## config.mk

```make
export PLATFORM = sky130hd
export DESIGN_NAME = cvrt_gry_cnt
export DESIGN_NICKNAME = d
export VERILOG_FILES = /design/src/rtl/cvrt_gry_cnt.sv
export SDC_FILE = /design/constraint.sdc
export NUM_CORES = 1
export LEC_CHECK = 0
export ABC_CLOCK_PERIOD_IN_PS = 2000
export CAP_MARGIN = 20
export CORE_AREA = 2 2 39 41
export CTS_BUF_LIST = sky130_fd_sc_hd__clkbuf_8 sky130_fd_sc_hd__clkbuf_16
export DETAILED_ROUTE_END_ITERATION = 8
export DIE_AREA = 0 0 41 43
export GPL_TIMING_DRIVEN = 0
export PLACE_DENSITY = 0.67
export SETUP_SLACK_MARGIN = 0.05
export SLEW_MARGIN = 5
export SYNTH_ARGS = -nofsm -noshare
export SYNTH_HDL_FRONTEND = slang
export SYNTH_SLANG_ARGS = --single-unit
export TNS_END_PERCENT = 10
```

## constraint.sdc

```tcl
create_clock -name i_clk -period 2 [get_ports i_clk]
set_input_delay 0.3 -clock i_clk [delete_from_list [all_inputs] [get_ports i_clk]]
set_output_delay 0.3 -clock i_clk [all_outputs]
set_load 0.05 [all_outputs]
```

## src/rtl/cvrt_gry_cnt.sv

```systemverilog
// cvrt_gry_cnt: up/down counter holding both its binary value and the matching
// Gray code in flops. The Gray output is glitch-free and suited to CDC pointers.
//
// Parameters:
//   DATA_WIDTH : counter width in bits (>= 2)
//   SAT_MODE   : 0 = wrap at the range ends, 1 = saturate at all-ones / zero
//
// Ports:
//   i_clk      : clock, rising edge
//   i_rst_n    : asynchronous active-low reset
//   i_en       : count enable, one step per cycle
//   i_dir      : 1 = up, 0 = down
//   i_load     : synchronous load strobe (highest priority)
//   i_load_bin : binary value to load
//   o_bin      : registered binary count
//   o_gry      : registered Gray code of o_bin
//   o_wrap     : one-cycle pulse while a wrapped value is presented
//   o_sat      : high while held at a saturation limit (SAT_MODE=1 only)
//   o_err      : sticky Gray-step violation flag (only with CVRT_GRY_CNT_CHK_EN)
//
// Optional feature macro: CVRT_GRY_CNT_CHK_EN adds the o_err checker.
module cvrt_gry_cnt #(
    parameter int unsigned DATA_WIDTH = 4,
    parameter int unsigned SAT_MODE   = 0
) (
    input  logic                  i_clk,
    input  logic                  i_rst_n,
    input  logic                  i_en,
    input  logic                  i_dir,
    input  logic                  i_load,
    input  logic [DATA_WIDTH-1:0] i_load_bin,
    output logic [DATA_WIDTH-1:0] o_bin,
    output logic [DATA_WIDTH-1:0] o_gry,
    output logic                  o_wrap,
    output logic                  o_sat
`ifdef CVRT_GRY_CNT_CHK_EN
    ,
    output logic                  o_err
`endif
);

    localparam logic [DATA_WIDTH-1:0] MaxVal = '1;
    localparam logic [DATA_WIDTH-1:0] One    = {{(DATA_WIDTH-1){1'b0}}, 1'b1};

    logic [DATA_WIDTH-1:0] bin_q, bin_d;
    logic [DATA_WIDTH-1:0] gry_q, gry_d;
    logic                  wrap_q, wrap_d;
    logic                  sat_q, sat_d;
    logic                  at_lim;
    logic                  step;

    always_comb begin
        bin_d  = bin_q;
        wrap_d = 1'b0;
        sat_d  = 1'b0;
        step   = 1'b0;
        // Limit in the requested direction: all-ones going up, zero going down.
        at_lim = i_dir ? (bin_q == MaxVal) : (bin_q == '0);
        if (i_load) begin
            bin_d = i_load_bin;
        end else if (i_en) begin
            if (at_lim && (SAT_MODE != 0)) begin
                sat_d = 1'b1;
            end else begin
                bin_d  = i_dir ? (bin_q + One) : (bin_q - One);
                wrap_d = at_lim;
                step   = 1'b1;
            end
        end
        // Gray is registered from the next binary value, never from o_bin.
        gry_d = bin_d ^ (bin_d >> 1);
    end

    always_ff @(posedge i_clk or negedge i_rst_n) begin
        if (!i_rst_n) begin
            bin_q  <= '0;
            gry_q  <= '0;
            wrap_q <= 1'b0;
            sat_q  <= 1'b0;
        end else begin
            bin_q  <= bin_d;
            gry_q  <= gry_d;
            wrap_q <= wrap_d;
            sat_q  <= sat_d;
        end
    end

    assign o_bin  = bin_q;
    assign o_gry  = gry_q;
    assign o_wrap = wrap_q;
    assign o_sat  = sat_q;

`ifdef CVRT_GRY_CNT_CHK_EN
    // prev_gry_q / step_q / load_q describe the transition that produced gry_q.
    logic [DATA_WIDTH-1:0] prev_gry_q;
    logic                  step_q;
    logic                  load_q;
    logic                  err_q, err_d;
    logic [DATA_WIDTH-1:0] diff;
    logic                  one_hot;

    always_comb begin
        diff    = gry_q ^ prev_gry_q;
        one_hot = (diff != '0) && ((diff & (diff - One)) == '0);
        err_d   = err_q;
        if (!load_q) begin
            if (step_q) begin
                err_d = err_q | ~one_hot;
            end else begin
                err_d = err_q | (diff != '0);
            end
        end
    end

    always_ff @(posedge i_clk or negedge i_rst_n) begin
        if (!i_rst_n) begin
            prev_gry_q <= '0;
            step_q     <= 1'b0;
            load_q     <= 1'b0;
            err_q      <= 1'b0;
        end else begin
            prev_gry_q <= gry_q;
            step_q     <= step;
            load_q     <= i_load;
            err_q      <= err_d;
        end
    end

    assign o_err = err_q;
`else
    // step is only consumed by the optional checker.
    logic unused_step;
    assign unused_step = step;
`endif

endmodule

```

# Yosys cells after proc, flatten, opt, wreduce, memory -nomap -nowiden

Cells that the tools add are included.
Widths: inputs -> output; s select.

Flip-flop bits (word level): 9
Bits of input ports: 9
Output and inout port bits: 10
Word-level logic and storage cells: 14

Add/subtract/negate cells: 2
Eq/ne operators: 1
Multiplexer cells: 6
Bitwise operators: 1
Reductions and logical operators: 1

Operators with widths:

| cell                | number |
|---|---|
| $mux 4              | 3 |
| $add 4x1->4 const B | 1 |
| $eq 4x4->1 const B  | 1 |
| $logic_not 4->1     | 1 |
| $sub 4x1->4 const B | 1 |
| $xor 4x3->4         | 1 |
| $mux 1              | 3 |

# Logic depth before layout (Yosys ltp)

Depth in word-level cells: 5
Depth in mapped cells: 6
Gate-level depth less buffers: 6

# Worst setup path before layout

OpenSTA, ideal clock, no wires.

Kind: register -> register
Start: reg bin_q[2], in the netlist o_bin[2]
End: reg gry_q[2], in the netlist o_gry[2]
Setup time: 0.132 ns
Arrival time: 1.773 ns
Required time: 1.868 ns
Path slack: 0.095 ns
Cell stages (with the launch flop): 6
Buffers on the path: 0
Clock period less this slack: 1.905 ns
Cell sequence: dfrtp_1 -> ha_1 -> a21oi_1 -> a211oi_1 -> or3_4 -> xor2_1

Word-level cells in the longest chain between the ends: 5
Elaborated cells on any way between the ends: 6
Those cells by class: add/sub: 2; mux: 3; bitwise: 1

RTL lines:

| what                                              | RTL line | text |
|---|---|---|
| start: declaration                                | 45       | `logic [DATA_WIDTH-1:0] bin_q, bin_d;` |
| start signal: assignment                          | 81       | `bin_q <= bin_d;` |
| $sub 4x1->4 / $add 4x1->4 (equally long branches) | 65       | `bin_d = i_dir ? (bin_q + One) : (bin_q - One);` |
| $mux 4 *                                          | 65       |  |
| $mux 4 *                                          | 61       | `end else if (i_en) begin` |
| $mux 4 *                                          | 59       | `if (i_load) begin` |
| net bin_d[3]                                      | 45       |  |
| $xor 4x3->4 *                                     | 71       | `gry_d = bin_d ^ (bin_d >> 1);` |
| net gry_d[2]                                      | 46       | `logic [DATA_WIDTH-1:0] gry_q, gry_d;` |
| end signal: assignment                            | 82       | `gry_q <= gry_d;` |
| end: declaration                                  | 46       |  |

Mark *: on every way through the listed nets, which the timed path passes. The rest lies on a longest branch.

==> metrics.md <==
| Metric | Value |
|---|---|
| RSZ-0062 raised after global routing | `true` |
| Achievable Freq | `between 500 and 600 MHz` |
| Fin crit share | `0.945` |
| Ant diodes | `0` |
| Share of the synthesized area in the top cell type | `0.431` |
| Post-route ant nets | `0` |
| Hold-fix buffers, CTS | `0` |
| Area of the core | `between 1000 and 1500 um^2` |
| Post-synthesis sequential area ratio | `0.431` |
| Worst reg2reg path startpoint | `o_bin[2]` |
| Via count | `around 380` |
| Clock skew | `0.00429 ns` |
| Reg2Reg Setup Slack | `0.34 ns` |
| Startpoint class of the critical path | `flop` |
| Initial antenna violation count | `0` |
| Hold Violations, Final | `0` |
| CP Buf/Inv Count | `2` |
| Routed Wire Length | `896 um` |
| Post-Syn Area | `~460 um^2` |
| Number of H-tree levels | `1` |
| Worst EP required | `between 1.5 and 2 ns` |
| Total track usage | `0.130` |
| CTS root buffer | `clkbuf_8` |
| R2R Path End | `o_gry[2]` |
| Register area | `between 200 and 250 um^2` |
| Number of global-route vias before repair | `about 360` |
| Routed vias/inst | `~4.8` |
| Post-layout net count | `77` |
| Die X | `around 41 um` |
| Multi-input gate area | `between 200 and 300 um^2` |
| DR iter-0 viols | `3` |
| CTS tree | `done` |
| Fillers | `roughly 150` |
| Cell family with most CP delay | `buffers and inverters` |
| DRC Markers | `0` |
| Largest net degree at the start of global routing | `10` |
| Clock transition at path regs | `0.04 ns` |
| Hpwl dp | `a little under 700 um` |
| Minimum clock period | `around 1.9 ns` |
| Final core occ | `0.512` |
| Mapped Cells | `44` |
| Slew Limit Fails | `0` |
| PD cells | `~1000 nW/um^2` |
| Post-synth cell types | `23` |
| Synthesized area per cell | `10.5 um^2` |
| Deepest clock path buffer count | `2` |
| CP peak stage delay | `approximately 0.78 ns` |
| Type of the most critical hold path | `input port to asynchronous set/reset pin` |
| Area Overhead vs Synth | `52.6%` |
| FP Rows | `14` |
| Wirelength per Cell | `roughly 11 um` |
| Hold slack | `between 0.3 and 0.4 ns` |
| Count of input and output buffers | `16` |
| Routability cong. | `0.678` |
| Dominant cell type by area after synthesis | `dfrtp_1` |
| Final setup fails | `0` |
| Congestion Overflow GR | `0` |
| Yosys Warn Count | `0` |
| Share of layout cells above drive strength 1 | `0.175` |
| Leak | `roughly 0.32 nW` |
| Crit Path Max Fanout | `6` |
| Worst Path Arrival | `1.59 ns` |
| Setup Fix Bufs, Post-CTS | `0` |
| CP endpoint kind | `output port` |
| Max Cap Violations | `0` |
| Height of the die | `43 um` |
| Starting Density | `0.335` |
| Top area cells in the synthesized netlist | `dfrtp_1 43%, xnor2_1 7.5%, ha_1 5.4%` |
| Max IR drop VDD | `just over 0.6 mV` |
| Pre-antenna DRT Iters | `4` |
| First-pass GRT wire length | `1480 um` |
| Critical path, cell by cell | `buf_4, clkdlybuf4s50_1` |
| Total Die Area | `1760 um^2` |
| Inserted Clock Buffers | `3` |
| Yosys reg bits | `8` |
| Ports | `19` |
| Clk_lat worst skew | `between 0.2 and 0.25 ns` |
| Outcome | `complete, no violations` |
| Reg2reg path depth | `5` |
| CP max stage cell | `clkdlybuf4s50_1` |
| Clk sink count | `8` |
| Post-synth net total | `between 50 and 60` |
| Critical path class | `flop to output port` |
-- synth_stat cells --
| cell | instances |
|---|---|
| nand3_1 | 1 |
| and4b_1 | 1 |
| fa_1 | 1 |
| a22o_1 | 1 |
| dfrtp_1 | 8 |
| xnor2_1 | 4 |
| or2b_1 | 1 |
| inv_1 | 2 |
| a31oi_1 | 1 |
| nor2_1 | 4 |
| mux2i_1 | 2 |
| o21ai_1 | 1 |
| nand2_1 | 2 |
| or4_1 | 1 |
| and3_1 | 1 |
| a21oi_1 | 2 |
| or3_4 | 1 |
| buf_4 | 3 |
| conb_1 | 1 |
| a211oi_1 | 1 |
| xor2_1 | 2 |
| ha_1 | 2 |
| o21ai_0 | 1 |
-- timing repair --
action | CTS | global route
endpoints found under the setup margin | 1 | 3
gates cloned | 0 | 0
resized for setup | 2 | 3
hold endpoints to repair | 0 | 0
-- through the flow --
| step | power [mW] | std cells | setup WS [ns] | TNS (ns) | instance area (um^2) |
|---|---|---|---|---|---|
| 6_report | 0.738 | 79 | 0.109 | 0 | 708 |
| 4_1_cts | 0.744 | 79 | 0.0313 | 0 | 702 |
| 3_5_place_dp | 0.547 | 76 | -0.255 | -0.854 | 644 |
| 2_1_floorplan | 0.438 | 44 | 0.0954 | 0 | 464 |
| 5_1_grt | 0.789 | 79 | 0.0310 | 0 | 708 |
| 3_3_place_gp | 0.543 | 76 | -0.254 | -0.835 | 644 |
-- layout make-up --
| type | count | share of cell area |
|---|---|---|
| plain buffers | 3 | 0.0318 |
| repair buffers | 16 | 0.230 |
| inverters | 2 | 0.0106 |
| clock buffers | 3 | 0.0583 |
| well taps | 16 | 0.0283 |
| multi-input cells | 31 | 0.359 |
| flip-flops and latches | 8 | 0.283 |
-- logic make-up (layout without fill, tap and decap cells) --
logic type,after synthesis,in the layout,share of synthesized area
fa+ha+maj,3,3,0.0970
other cells,1,1,0.00808
compound gates,7,7,0.0916
xor+xnor,6,6,0.113
buf+inv,5,24,0.0647
mux,2,2,0.0431
simple gates,12,12,0.151
flops,8,8,0.431
-- sequential cells by signal, indices dropped and copies added (netlist names) --
register  count
o_bin         4
o_wrap        1
o_gry         3
-- worst max-delay path by stage --
stage / start / endpoint / slack [ns] / cells after the start
6_report: o_bin[3] / o_gry[3] / 0.11 / 2
3_3_place_gp: i_dir / o_gry[2] / -0.25 / 7
2_1_floorplan: o_bin[2] / o_gry[2] / 0.1 / 5
3_5_place_dp: i_dir / o_gry[2] / -0.25 / 7
5_1_grt: o_bin[3] / o_gry[3] / 0.03 / 2
4_1_cts: i_dir / o_gry[2] / 0.03 / 7
-- worst register-to-register path, stage by stage, from the launching register on --
cell and delay [ns]:
dfrtp_1 0.44, ha_4 0.32, nand3_1 0.09, and4b_1 0.19, or3_4 0.37, xor2_1 0.14
-- per-layer routing --
layer  wire length [um]  GRT usage
met1                355      0.152
met2                441      0.194
met3                 99     0.0785
met4                  0     0.0400
met5                  0          0
-- power breakdown --
| part | leakage (nW) | switching (mW) | total (mW) | internal [mW] |
|---|---|---|---|---|
| logic | 0.198 | 0.200 | 0.330 | 0.130 |
| registers | 0.0972 | 0.0283 | 0.223 | 0.194 |
| clock network | 0.0216 | 0.0559 | 0.186 | 0.130 |
| total | 0.317 | 0.284 | 0.738 | 0.454 |
-- cell usage in the layout, fill, tap and decap left out, types with 2 or more instances in the layout --
cell             instances
buf_4                    3
nand2_1                  2
clkbuf_8                 3
mux2i_1                  2
xor2_1                   2
clkdlybuf4s50_1         15
dfrtp_1                  8
nor2_1                   4
xnor2_1                  4
Note: power is estimated with default switching activity, not from simulation.
